[src/rtl/xnor_match_tracker.sv]
// Tracks per-bit XNOR equality of two serial streams. It keeps a consecutive-match run
// length and a mismatch total, and a lock FSM that tolerates a single miss while locked.
module xnor_match_tracker #(
   parameter int LOCK_LEN = 8,
   parameter int CNT_W    = 8
) (
   input  logic             clk,
   input  logic             rst_n,
   input  logic             clear,
   input  logic             in_valid,
   input  logic             a,
   input  logic             b,
   output logic             match,
   output logic             match_valid,
   output logic [CNT_W-1:0] run_len,
   output logic [CNT_W-1:0] err_cnt,
   output logic             locked
);

   localparam logic [1:0] S_SEARCH = 2'd0;
   localparam logic [1:0] S_LOCKED = 2'd1;
   localparam logic [1:0] S_CHECK  = 2'd2;

   localparam logic [CNT_W:0] LOCK_THR = (CNT_W+1)'(LOCK_LEN);

   logic [1:0]       state_q, state_d;
   logic             match_q, match_d;
   logic             match_valid_q, match_valid_d;
   logic [CNT_W-1:0] run_len_q, run_len_d;
   logic [CNT_W-1:0] err_cnt_q, err_cnt_d;

   logic             m;
   logic [CNT_W:0]   run_sum;
   logic [CNT_W:0]   err_sum;

   assign m = ~(a ^ b);

   // Sums are one bit wider so saturation and the lock threshold both see the true count.
   assign run_sum = {1'b0, run_len_q} + (CNT_W+1)'(1);
   assign err_sum = {1'b0, err_cnt_q} + (CNT_W+1)'(1);

   always_comb begin
      state_d       = state_q;
      match_d       = match_q;
      match_valid_d = 1'b0;
      run_len_d     = run_len_q;
      err_cnt_d     = err_cnt_q;
      if (in_valid) begin
         match_d       = m;
         match_valid_d = 1'b1;
         if (m) begin
            run_len_d = run_sum[CNT_W] ? {CNT_W{1'b1}} : run_sum[CNT_W-1:0];
         end else begin
            run_len_d = '0;
            err_cnt_d = err_sum[CNT_W] ? {CNT_W{1'b1}} : err_sum[CNT_W-1:0];
         end
         case (state_q)
            S_SEARCH: if (m && (run_sum >= LOCK_THR)) state_d = S_LOCKED;
            S_LOCKED: if (!m) state_d = S_CHECK;
            S_CHECK:  state_d = m ? S_LOCKED : S_SEARCH;
            default:  state_d = S_SEARCH;
         endcase
      end
   end

   always_ff @(posedge clk) begin
      if (!rst_n || clear) begin
         state_q       <= S_SEARCH;
         match_q       <= 1'b0;
         match_valid_q <= 1'b0;
         run_len_q     <= '0;
         err_cnt_q     <= '0;
      end else begin
         state_q       <= state_d;
         match_q       <= match_d;
         match_valid_q <= match_valid_d;
         run_len_q     <= run_len_d;
         err_cnt_q     <= err_cnt_d;
      end
   end

   assign match       = match_q;
   assign match_valid = match_valid_q;
   assign run_len     = run_len_q;
   assign err_cnt     = err_cnt_q;
   assign locked      = (state_q != S_SEARCH);

endmodule

[config.mk]
export PLATFORM = sky130hd
export DESIGN_NAME = xnor_match_tracker
export DESIGN_NICKNAME = d
export VERILOG_FILES = /design/src/rtl/xnor_match_tracker.sv
export SDC_FILE = /design/constraint.sdc
export NUM_CORES = 1
export LEC_CHECK = 0
export ABC_AREA = 0
export BUFFER_PORTS_ARGS = -buffer_cell sky130_fd_sc_hd__buf_2
export CAP_MARGIN = 25
export CORE_MARGIN = 3
export CORE_UTILIZATION = 30
export CTS_BUF_LIST = sky130_fd_sc_hd__clkbuf_4 sky130_fd_sc_hd__clkbuf_8 sky130_fd_sc_hd__clkbuf_16
export DETAILED_ROUTE_END_ITERATION = 10
export HOLD_SLACK_MARGIN = 0.03
export PLACE_DENSITY_LB_ADDON = 0.3
export SETUP_SLACK_MARGIN = 0.15
export SYNTH_ARGS = -nofsm -noshare
export SYNTH_HDL_FRONTEND = slang
export SYNTH_SLANG_ARGS = --single-unit
[constraint.sdc]
create_clock -name clk -period 3.54 [get_ports clk]
set_input_delay 0.708 -clock clk [delete_from_list [all_inputs] [get_ports clk]]
set_output_delay 0.708 -clock clk [all_outputs]
set_load 0.005 [all_outputs]
== Word level (Yosys, flattened, before mapping) ==
Cells that the tools add are included.

* Register bits: 20
* Output and inout bits: 19
* Logic and storage cells: 29

* Add/subtract/negate cells: 2
* $lt $le $gt $ge: 1
* Equality and inequality tests: 4
* Muxes and demuxes: 8
* Bitwise gates (word level): 2
* Reductions and logical operators: 7

{| class="wikitable"
|+ Operators by type and width
! cell !! count
|-
| $mux 8 || 3
|-
| $add 8x1->9 const B || 2
|-
| $ge 9x4->1 const B || 1
|-
| $pmux 2 s3 || 1
|-
| $mux 2 || 2
|-
| $ne 2x2->1 const B || 2
|-
| $reduce_and 3->1 || 1
|-
| $eq 2x1->1 const B || 1
|-
| $eq 2x2->1 const B || 1
|-
| $logic_not 2->1 || 1
|-
| $mux 1 || 2
|-
| $reduce_and 2->1 || 1
|-
| $reduce_bool 2->1 || 1
|-
| $logic_and 1x1->1 || 1
|-
| $logic_not 1->1 || 1
|-
| $logic_or 1x1->1 || 1
|-
| $not 1->1 || 1
|-
| $xor 1x1->1 || 1
|}

== Longest topological paths before layout ==
* Word-level depth: 5
* Mapped depth: 6
* Depth with buffers taken out: 5

== Least setup slack after synthesis ==
No wires, ideal clock.

* Path type: input -> register
* From: input port in_valid
* To: register run_len_q[7] (netlist: run_len[7])
* Arrival time: 1.629 ns
* Data required time: 3.445 ns
* Path slack: 1.815 ns
* Cell stages on the path: 4
* Cell sequence: buf_2 -> clkinv_1 -> or3_1 -> a221oi_1

{| class="wikitable"
|+ RTL lines
! item !! RTL line !! RTL
|-
| start, declared || 10 || <nowiki>input logic in_valid,</nowiki>
|-
| end signal, assigned || 77 || <nowiki>run_len_q <= run_len_d;</nowiki>
|-
| end, declared || 29 || <nowiki>logic [CNT_W-1:0] run_len_q, run_len_d;</nowiki>
|}

== Final worst setup path ==
* From: register state_q[0]
* To: output port locked

* Longest elaborated chain between the ends: 1

{| class="wikitable"
|+ Ends and longest elaborated chain
! item !! RTL line !! RTL
|-
| start, declared || 26 || <nowiki>logic [1:0] state_q, state_d;</nowiki>
|-
| start signal, assigned || 74 || <nowiki>state_q <= state_d;</nowiki>
|-
| $reduce_bool 2->1 || 86 || <nowiki>assign locked = (state_q != S_SEARCH);</nowiki>
|-
| end, declared || 17 || <nowiki>output logic locked</nowiki>
|}

Every way passes these cells.

==> reports/results.txt <==
status - finished, final reports clean
CTS Sinks - 20
routability cong. - 0.844
CTS tree - done
Total GRT Usage - 12.6%
Layout Cells excl Fill - 189
Ys Warns - 0
Critical Path Source Type - flop
number of global-route vias before repair - 878
starting DRC count in detailed routing - 45
CP Capture Type - primary output
Finish-stage setup viols - 0
MaxCap Viol Count - 0
largest net degree at the start of global routing - 17
syn avg cell area - 8.43 sq um
Post CTS Setup Buffer Count - 0
Clock power frac - 33.9%
R2R Setup Slk - 1.88 ns
total wire length - 2410 um
routed length per instance - 12.8 um
CP Capture Point - locked
placed cells - 185
switching power - 0.0970 mW
CP Data Required Time - 2.83 ns
most common flop cell mapped by yosys - dfxtp_1
CTS H-tree depth - 1
TritonCTS Buffers - 3
Worst Path Arrival - 1.08 ns
row cnt - 20
global-route wire length before repair - 4140 um
hold slack final - 0.526 ns
RSZ-0062 raised after global routing - no
combinational power share - 8.6%
Pwr Density - 327 nW/um^2
gr ovfl total - 0
r2r endpoint - state_q[0]$_SDFFE_PP0P_
CTS Hold Buffers Added - 0
DIE AREA - 4170 sq um
number of detailed-route iterations in the first pass - 4
Pwr Total - 0.399 mW
clock skew - 0.00967 ns
io pins - 25
Post-synth EDFFs - 0
Hold WC Path Type - reg2reg
Distinct cells, synth - 40
Max VDD drop - 166 uV
TNS Setup - 0 ns
Resize count post-CTS - 0
share of cells above drive strength 1 - 22.8%
WHS Path Cells - 2
Core Area - 3150 sq um
Via Count - 1007
# DRC - 0
PortBufs - 24
Routed Antenna Nets - 0
FF+latch count, synth - 20
worst skew pair latency - 0.31 ns
Worst-Margin Slew - 0.652 ns
CP max FO - 4
sequential share of the synthesized area - 38.9%
sequential share of power - 57.5%
die height - 64.6 um
deepest clock path buffer count - 2
cell-internal power - 0.302 mW
initial antenna violation count - 0
Reg2Reg Depth - 5
Leak Pwr - 0.492 nW
final hold violation count - 0
switch share - 24.3%
Die Width - 64.6 um
Layout area overhead - 18.6%
Crit Path Class - reg2out
Synth Cell Area - 1030 sq um
DR vias/cell - 5.33
post-DP HPWL - 1770 um
fin. max-slew vios - 0
r2r startpoint - run_len[1]$_SDFFE_PP0P_
NumNets Final - 155
FFs w/ async S/R, synth - 0%
Critical path origin - state_q[0]$_SDFFE_PP0P_
Worst-path clk slew - 0.12 ns
Initial Util - 32.6%
diode count - 0
f_max - 0.561 GHz
crit path time final - 1.78 ns
relative slew slack - 56.2%
Syn Inst Count - 122
Final Cycle Share - 50.4%
Net Count, Synth - 131
utilization after layout - 38.7%
CTS root buffer - clkbuf_4
-- metrics by stage --
| stage | worst slack, ns | instance area [sq um] |
|---|---|---|
| after detailed placement | 1.44 | 1180 |
| after floorplan | 1.82 | 1030 |
| after global placement | 1.43 | 1180 |
| final | 1.76 | 1220 |
| after CTS | 1.73 | 1220 |
| after global routing | 1.63 | 1220 |
-- logic make-up after synthesis --
logic type / share of synthesized area (%)
xor+xnor: 5.84
flops: 38.9
compound gates: 23.0
buf+inv: 3.41
fa+ha+maj: 3.65
mux: 1.95
simple gates: 23.2
-- layer usage --
layer	GRT usage (%)	part of all wire, %	vias to the layer above
li1	-	-	505
met1	15.8	48	466
met2	19.8	45	31
met3	4.16	6.1	5
met4	4.75	1.7	0
met5	0	0	-
-- layout make-up --
type,instances,area (sq um)
clock buffer,4,36.3
tap,44,55.1
inverter,4,15.0
fill,347,1930
multi-input combinational,93,593
timing repair buffer,24,120
sequential,20,400
-- flip-flops by register name, indices dropped and copies added (netlist names) --
signal,cells
err_cnt,8
match,1
match_valid,1
run_len,8
state_q,2
-- power groups by stage --
stage	Sequential (mW)	Clock [mW]	Combinational (mW)
global placement	0.235	0	0.0339
finish	0.229	0.135	0.0343
CTS	0.230	0.145	0.0347
detailed placement	0.235	0	0.0345
global route	0.230	0.152	0.0387
floorplan	0.234	0	0.0227
-- how the worst min path moves through the flow --
| stage | slack (ns) | startpoint | to |
|---|---|---|---|
| floorplan | 0.47 | err_cnt[0]$_SDFFE_PP0P_ | err_cnt[0]$_SDFFE_PP0P_ |
| global placement | 0.50 | err_cnt[0]$_SDFFE_PP0P_ | err_cnt[0]$_SDFFE_PP0P_ |
| detailed placement | 0.50 | match$_SDFFE_PP0P_ | match$_SDFFE_PP0P_ |
| CTS | 0.54 | match$_SDFFE_PP0P_ | match$_SDFFE_PP0P_ |
| global route | 0.57 | err_cnt[0]$_SDFFE_PP0P_ | err_cnt[0]$_SDFFE_PP0P_ |
| finish | 0.53 | match$_SDFFE_PP0P_ | match$_SDFFE_PP0P_ |
-- critical path, stage by stage, from the launching register on --
cell and delay (ns):
dfxtp_1 0.34, or2_2 0.30, buf_2 0.13
-- cell usage after synthesis, types with 4 or more instances --
master | instances | share of area, %
nor2_1 | 6 | 2.2
nor3_1 | 4 | 1.9
and4_1 | 4 | 3.4
a31oi_1 | 4 | 2.4
nand3_1 | 4 | 1.9
o21ai_0 | 8 | 3.9
a21oi_1 | 10 | 4.9
dfxtp_1 | 20 | 39
nand2_1 | 15 | 5.5
-- cell usage in the layout, fill, tap and decap left out, types with 2 or more instances in the layout --
| master | Yosys | routed |
|---|---|---|
| dfxtp_1 | 20 | 20 |
| inv_1 | 3 | 3 |
| nor3_1 | 4 | 4 |
| xnor2_1 | 2 | 2 |
| o21ai_0 | 8 | 8 |
| clkbuf_4 | 0 | 3 |
| nor2_1 | 6 | 6 |
| mux2i_1 | 2 | 2 |
| o31ai_1 | 2 | 2 |
| and4_1 | 4 | 4 |
| or3_1 | 3 | 3 |
| a21oi_1 | 10 | 10 |
| a211oi_1 | 3 | 3 |
| nand3_1 | 4 | 4 |
| ha_1 | 3 | 3 |
| a31oi_1 | 4 | 4 |
| o22ai_1 | 2 | 2 |
| buf_2 | 1 | 24 |
| nand2_1 | 15 | 15 |
| xor2_1 | 3 | 3 |
Note: power is estimated with default switching activity, not from simulation.
